[src/rtl/uart_beacon_pkg.sv]
// Shared types and ASCII helpers for the UART beacon counter.
package uart_beacon_pkg;

  typedef enum logic [2:0] {
    ST_IDLE,
    ST_PREFIX,
    ST_HEX,
    ST_CR,
    ST_LF
  } state_e;

  localparam logic [7:0] ASCII_CR = 8'h0D;
  localparam logic [7:0] ASCII_LF = 8'h0A;
  localparam logic [7:0] ASCII_0  = 8'h30;

  function automatic logic [7:0] nibble_to_ascii(
    input logic [3:0] n
  );
    if (n < 4'd10)
      return ASCII_0 + {4'h0, n};
    else
      return 8'h37 + {4'h0, n};
  endfunction

endpackage

[src/rtl/period_tick_gen.sv]
// Free-running modulo-PERIOD counter with a one-cycle tick
// on the enabled wrap edge.
module period_tick_gen #(
  parameter int unsigned COUNT_WIDTH = 32,
  parameter int unsigned PERIOD      = 1000000000
) (
  input  logic                   clk,
  input  logic                   i_reset,
  input  logic                   i_enable,
  output logic [COUNT_WIDTH-1:0] o_count,
  output logic                   o_tick
);

  localparam logic [COUNT_WIDTH-1:0] LAST =
    COUNT_WIDTH'(PERIOD - 1);

  logic [COUNT_WIDTH-1:0] count_q;
  logic [COUNT_WIDTH-1:0] count_d;

  assign o_tick  = i_enable && (count_q == LAST);
  assign o_count = count_q;

  always_comb begin
    count_d = count_q;
    if (i_enable)
      count_d = (count_q == LAST) ? '0
              : count_q + COUNT_WIDTH'(1);
  end

  always_ff @(posedge clk) begin
    if (i_reset)
      count_q <= '0;
    else
      count_q <= count_d;
  end

endmodule

[src/rtl/uart_beacon_counter.sv]
// Period counter that streams "<PREFIX><hex seq>[CR LF]"
// to a UART TX over valid/ready on every period wrap.
module uart_beacon_counter
  import uart_beacon_pkg::*;
#(
  parameter int unsigned COUNT_WIDTH = 32,
  parameter int unsigned PERIOD      = 1000000000,
  parameter int unsigned SEQ_WIDTH   = 8,
  parameter logic [7:0]  PREFIX      = 8'h41,
  parameter bit          NEWLINE     = 1'b1
) (
  input  logic                   clk,
  input  logic                   i_reset,
  input  logic                   i_enable,
  input  logic                   i_clear_overrun,
  input  logic                   i_tx_ready,
  output logic                   o_tx_valid,
  output logic [7:0]             o_tx_data,
  output logic [COUNT_WIDTH-1:0] o_count,
  output logic [SEQ_WIDTH-1:0]   o_seq,
  output logic                   o_busy,
  output logic                   o_overrun
);

  localparam int unsigned NDIG = SEQ_WIDTH / 4;
  localparam int unsigned IW =
    (NDIG > 1) ? $clog2(NDIG) : 1;
  localparam logic [IW-1:0] LAST_DIG = IW'(NDIG - 1);

  logic                 tick;
  logic                 xfer;
  state_e               state_q, state_d;
  logic [IW-1:0]        idx_q, idx_d;
  logic [SEQ_WIDTH-1:0] snap_q, snap_d;
  logic [SEQ_WIDTH-1:0] seq_q;
  logic                 ovr_q;
  logic                 valid_q, valid_d;
  logic [7:0]           data_q, data_d;

  period_tick_gen #(
    .COUNT_WIDTH (COUNT_WIDTH),
    .PERIOD      (PERIOD)
  ) u_tick (
    .clk      (clk),
    .i_reset  (i_reset),
    .i_enable (i_enable),
    .o_count  (o_count),
    .o_tick   (tick)
  );

  assign xfer = valid_q && i_tx_ready;

  always_ff @(posedge clk) begin
    if (i_reset) begin
      seq_q <= '0;
      ovr_q <= 1'b0;
    end else begin
      if (tick)
        seq_q <= seq_q + SEQ_WIDTH'(1);
      // a drop wins over a clear in the same cycle
      if (tick && state_q != ST_IDLE)
        ovr_q <= 1'b1;
      else if (i_clear_overrun)
        ovr_q <= 1'b0;
    end
  end

  always_ff @(posedge clk) begin
    if (i_reset) begin
      state_q <= ST_IDLE;
      idx_q   <= '0;
      snap_q  <= '0;
      valid_q <= 1'b0;
      data_q  <= '0;
    end else begin
      state_q <= state_d;
      idx_q   <= idx_d;
      snap_q  <= snap_d;
      valid_q <= valid_d;
      data_q  <= data_d;
    end
  end

  always_comb begin
    state_d = state_q;
    idx_d   = idx_q;
    snap_d  = snap_q;
    unique case (state_q)
      ST_IDLE: if (tick) begin
        state_d = ST_PREFIX;
        snap_d  = seq_q;
      end
      ST_PREFIX: if (xfer) begin
        state_d = ST_HEX;
        idx_d   = LAST_DIG;
      end
      ST_HEX: if (xfer) begin
        if (idx_q == '0)
          state_d = NEWLINE ? ST_CR : ST_IDLE;
        else
          idx_d = idx_q - IW'(1);
      end
      ST_CR: if (xfer) state_d = ST_LF;
      ST_LF: if (xfer) state_d = ST_IDLE;
      default: state_d = ST_IDLE;
    endcase
  end

  // outputs are registered from the next state, so they
  // hold still whenever the FSM is stalled
  always_comb begin
    valid_d = (state_d != ST_IDLE);
    data_d  = '0;
    case (state_d)
      ST_PREFIX: data_d = PREFIX;
      ST_HEX:    data_d = nibble_to_ascii(
                   4'(snap_q >> {idx_d, 2'b00}));
      ST_CR:     data_d = ASCII_CR;
      ST_LF:     data_d = ASCII_LF;
      default:   data_d = '0;
    endcase
  end

  assign o_tx_valid = valid_q;
  assign o_tx_data  = data_q;
  assign o_seq      = seq_q;
  assign o_busy     = (state_q != ST_IDLE);
  assign o_overrun  = ovr_q;

endmodule

[config.mk]
export PLATFORM = sky130hd
export DESIGN_NAME = uart_beacon_counter
export DESIGN_NICKNAME = d
export VERILOG_FILES = /design/src/rtl/uart_beacon_pkg.sv /design/src/rtl/period_tick_gen.sv /design/src/rtl/uart_beacon_counter.sv
export SDC_FILE = /design/constraint.sdc
export NUM_CORES = 1
export LEC_CHECK = 0
export CAP_MARGIN = 20
export CORE_MARGIN = 2
export CORE_UTILIZATION = 53
export CTS_BUF_LIST = sky130_fd_sc_hd__clkbuf_8
export CTS_CLUSTER_DIAMETER = 60
export CTS_CLUSTER_SIZE = 8
export DETAILED_ROUTE_END_ITERATION = 6
export HOLD_SLACK_MARGIN = 0.02
export PLACE_DENSITY = 0.86
export SETUP_SLACK_MARGIN = 0.05
export SYNTH_ARGS = -nofsm -noshare
export SYNTH_HDL_FRONTEND = slang
export SYNTH_SLANG_ARGS = --single-unit
[constraint.sdc]
create_clock -name clk -period 2.4 [get_ports clk]
set_input_delay 0.36 -clock clk [delete_from_list [all_inputs] [get_ports clk]]
set_output_delay 0.36 -clock clk [all_outputs]
set_load 0.05 [all_outputs]
### Yosys cells after proc, flatten, opt, wreduce, memory -nomap -nowiden

Index checks and enable logic that the tools add are counted.

| word-level totals | value |
|---|---|
| flip-flop bits (word level) | 62 |
| output and inout port bits | 51 |
| input port bits | 5 |
| word-level logic and storage cells | 48 |

| cells by class | value |
|---|---|
| magnitude comparators | 1 |
| add/sub/neg operators | 5 |
| reductions and logical operators | 8 |
| multiplexer cells | 16 |
| shifts and indexed selects | 1 |
| equality and inequality tests | 9 |

Operator list:

| kind | count |
|---|---|
| adder 32 x 1 -> 32 bit (second input constant) | 1 |
| == test 32 x 30 -> 1 bit (second input constant) | 1 |
| two-way mux 32 bit | 1 |
| one-hot mux 7 bit (4 select lines) | 1 |
| two-way mux 3 bit | 6 |
| one-hot mux 3 bit (5 select lines) | 1 |
| adder 6 x 4 -> 7 bit (first input constant) | 2 |
| == test 3 x 2 -> 1 bit (second input constant) | 4 |
| adder 8 x 1 -> 8 bit (second input constant) | 1 |
| >> shifter 8 x 3 -> 4 bit | 1 |
| two-way mux 7 bit | 1 |
| == test 3 x 1 -> 1 bit (second input constant) | 2 |
| == test 3 bit (second input constant) | 2 |
| nonzero test 3 bit | 2 |
| two-way mux 1 bit | 5 |
| less-than comparator 4 bit (second input constant) | 1 |
| logical AND 1 bit | 3 |
| zero test 3 bit | 1 |
| one-hot mux 1 bit (2 select lines) | 1 |
| AND reduction 2 bit | 1 |
| nonzero test 2 bit | 1 |
| subtractor 1 bit (second input constant) | 1 |

### Depth between registers and ports, before layout

| logic depth | value |
|---|---|
| depth in word-level cells | 8 |
| depth in mapped cells | 9 |
| mapped depth without buffers | 7 |

### Hierarchy

From an unflattened synthesis, not the netlist that was laid out.

| unflattened totals | value |
|---|---|
| cells, all modules | 341 |
| area, all modules | 2909.0 sq um |

By module, submodules not included:

| module | instances | seq. area each (sq um) | cells each | area an instance (sq um) |
|---|---|---|---|---|
| period_tick_gen | 1 | 640.6 | 187 | 1596.5 |
| uart_beacon_counter | 1 | 580.6 | 154 | 1312.5 |

### Worst setup path before layout

OpenSTA, ideal clock, no wires.

| timing | value |
|---|---|
| path type | reg-to-reg |
| from | reg u_tick.count_q[0] (netlist: u_tick.o_count[0]) |
| to | reg seq_q[5] (netlist: o_seq[5]) |
| period minus slack after synthesis | 2.470 ns |
| path buffers | 1 |
| required time | 2.279 ns |
| setup time | 0.121 ns |
| data arrival time | 2.349 ns |
| stages on the path, launching flop included | 9 |
| setup slack | -0.070 ns |
| path through | dfxtp_1 > ha_1 > nand4_2 > nor3_2 > and4_1 > buf_4 > and4_4 > nand3_1 > mux2_4 |

| between the ends | value |
|---|---|
| word-level cells in the longest chain between the ends | 2 |

Ends and longest elaborated chain:

| element | line | text |
|---|---|---|
| start, declared | period_tick_gen.sv:17 | `logic [COUNT_WIDTH-1:0] count_q;` |
| start signal, assigned | period_tick_gen.sv:34 | `count_q <= count_d;` |
| == test 32 x 30 -> 1 bit | period_tick_gen.sv:20 | `assign o_tick = i_enable && (count_q == LAST);` |
| logical AND 1 bit | period_tick_gen.sv:20 |  |
| end signal, assigned | uart_beacon_counter.sv:59 | `seq_q <= seq_q + SEQ_WIDTH'(1);` |
| end, declared | uart_beacon_counter.sv:35 | `logic [SEQ_WIDTH-1:0] seq_q;` |

Every way passes these cells.
A chain may end at the register's enable or synchronous reset.

### Worst setup path in the final report

| timing | value |
|---|---|
| from | reg state_q[0] |
| to | out o_busy |

| between the ends | value |
|---|---|
| word-level cells in the longest chain between the ends | 1 |

Ends and longest elaborated chain:

| element | line | text |
|---|---|---|
| start, declared | uart_beacon_counter.sv:32 | `state_e state_q, state_d;` |
| start signal, assigned | uart_beacon_counter.sv:76 | `state_q <= state_d;` |
| nonzero test 3 bit | uart_beacon_counter.sv:127 | `assign o_busy = (state_q != ST_IDLE);` |
| end, declared | uart_beacon_counter.sv:21 | `output logic o_busy,` |

Every way passes these cells.

==> reports/results.txt <==
I/O Buffers = 54
WS Path Type = reg2out
Placer congestion estimate = 0.915
Die width = 76.6 µm
Site row count = 26
Vias per inst = 5.43
Post-synth EDFFs = 0
Endpoints failing hold = 0
Hold_buf cts = 0
CTS clock-pin slew for the worst setup and hold paths = 0.06 ns
Largest net degree at the start of global routing = 33
Max IR drop VDD = 0.000396 V
Slowest stage delay, CP = 0.73 ns
Max Freq = 450 MHz
CP max stage cell = clkdlybuf4s50_1
H-Tree Depth = 3
Leakage = 0.00142 µW
Initial antenna violation count = 0
Area contributors post-synth = dfxtp_1, nor2_1, xor2_1, mux2i_1, xnor2_1
Crit path launch type = flop
Max Used Layer = met4
Synth Instances = 305
Die H = 76.6 µm
Total of max-cap violations = 0
Hold WC Path Type = reg2reg
Clk_skew = 0.00776 ns
DRC viols = 0
CP Max Fanout = 6
Non-Filler Instances = 447
FF+latch area = 1220 µm²
Synth-to-Final Area Change = 30.8%
Ys flop type = dfxtp_1
Worst R2R Path Depth = 6
Final Routed Wirelength = 6270 µm
Max Root-Sink Buffers = 2
Status = complete, no violations
Finished layout cell area = 3650 µm²
Wire per inst = 14.0 µm
Die Area = 5860 µm²
Yosys warning total = 0
Sequential share of the synthesized area = 43.8%
Post_cts resized = 0
Power Density = 522 nW/µm²
CP Data Arrival Time = 1.86 ns
DR pass1 iterations = 4
Layout cell share with drive strength beyond 1 = 11.7%
Vias in the first global route = 2252
Iter 0 DRT Violations = 139
Post-DP HPWL = 4550 µm
CP required = 2.04 ns
Mean Syn Cell Area = 9.15 µm²
CTS root buffer = clkbuf_8
RSZ-0062 raised after global routing = no
Post-CTS Setup Inserts = 0
Final setup violating endpoints = 0
All-Layer GR Usage = 22.2%
I/O pin cnt = 56
Diode count = 0
Flops & latches, synth = 61
Slew Viols, Final = 0
Area share of the largest cell type after synthesis = 43.8%
Slew HR = 65.6%
Synthesized area = 2790 µm²
Cell taking the most area after synthesis = dfxtp_1
Placed Cells = 432
Nets = 381
FILL cells = 404
Syn_nets = 313
Clock Sinks = 61
Crit end category = primary output
Post-synth cell types = 54
ANT nets after route = 0
CTS Buf Count = 9
Area of the multi-input gates = 1490 µm²
Post-route setup TNS = 0 ns
CP cell instances = or3_1 -> clkdlybuf4s50_1
GRT Residual Overflow = 0
Detail Route met2 WL = 2840 µm
Met3 routed WL = 367 µm
First-pass GRT wire length = 10500 µm
Commonest cells in the netlist = dfxtp_1, nor2_1, xor2_1
Most common cell in the netlist = dfxtp_1
Worst-margin pin slew = 0.515 ns
Met1 wire length = 2950 µm
CTS tree = yes
Worst-Skew Late Latency = 0.34 ns
Vias = 2425
Fin crit share = 92.6%
Asr flop ratio synth = 0%
Core area = 5110 µm²
WHS Path Cells = 2
Tmin final = 2.22 ns
DP Area = 3470 µm²
Initial Util = 54.6%
==> metal layers <==
metal	vias up	GRT usage, %
met1	1135	29.8
met3	10	4.86
met5	-	0
met2	81	34.0
li1	1199	-
met4	0	10.4
==> per-stage QoR <==
step	utilization [%]	setup slack [ns]	power [µW]	hold WS [ns]
after global routing	71.4	0.138	1970	0.563
after CTS	71.4	0.171	1910	0.532
final	71.4	0.177	1900	0.525
after floorplan	-	0.0833	1080	0.463
after global placement	68.0	0.140	1110	0.503
after detailed placement	68.0	0.0647	1110	0.518
==> cells in the final DEF, fill, tap and decap left out, types with 2 or more instances in the layout <==
cell type	instances
nand4b_1	3
dfxtp_1	59
a211o_1	2
o21ai_0	3
nor4_1	6
nor4b_1	2
nand3b_1	2
nand2_1	18
nor2_1	57
a31oi_1	4
nand4_1	9
or3_1	4
dfxtp_2	2
and3_1	8
nand4_2	2
nor2b_1	5
xnor2_1	12
clkbuf_8	12
ha_1	3
xor2_1	24
or2_2	2
buf_4	13
clkdlybuf4s50_1	54
nand3_1	13
a21oi_1	6
nor3_1	4
mux2i_1	14
inv_1	6
==> final timing paths <==
path | end | start | slack [ns]
setup reg to reg | o_tx_data[6]$_SDFF_PP0_ | u_tick.o_count[22]$_SDFFE_PP0P_ | 0.32
hold reg to reg | snap_q[4]$_SDFFE_PP0P_ | snap_q[4]$_SDFFE_PP0P_ | 0.52
setup / recovery | o_busy | state_q[0]$_SDFF_PP0_ | 0.18
hold / removal | snap_q[4]$_SDFFE_PP0P_ | snap_q[4]$_SDFFE_PP0P_ | 0.52
==> sequential cells by signal, indices dropped and copies added, names as in the netlist <==
register and count:
idx_q 1, state_q 3, o_overrun 1, o_seq 8, u_tick.o_count 32, o_tx_data 7, snap_q 8, o_tx_valid 1
==> power breakdown <==
| part | leakage (µW) | internal, µW | total [µW] | switching [µW] |
|---|---|---|---|---|
| sequential | 0.000492 | 1020 | 1020 | 4.14 |
| combinational | 0.000824 | 23.5 | 63.4 | 39.9 |
| clock | 0.000101 | 444 | 819 | 375 |
| total | 0.00142 | 1480 | 1900 | 419 |
==> cell families (layout without fill, tap and decap cells) <==
| logic type | Yosys count | count (layout) | synth area share [%] |
|---|---|---|---|
| compound gates | 22 | 22 | 5.52 |
| xor+xnor | 36 | 36 | 11.3 |
| mux | 17 | 17 | 6.37 |
| other cells | 1 | 1 | 0.134 |
| fa+ha+maj | 3 | 3 | 1.35 |
| simple gates | 150 | 150 | 28.6 |
| buf+inv | 15 | 87 | 2.96 |
| flops | 61 | 61 | 43.8 |
==> worst max-delay path, delay by kind of cell (launching register included) <==
family,cells,cell delay (ns)
buffers and inverters,1,0.73
DFF,1,0.35
and+or+nand+nor,1,0.44
==> area by class of cell <==
class	instances	share of cell area [%]
multi-input combinational	229	40.7
tap	70	2.40
clock buffer	12	4.53
inverter	4	0.412
sequential	61	33.5
clock inverter	3	0.343
timing repair buffer	68	18.0
No activity file was read; power rests on OpenSTA's default activity.
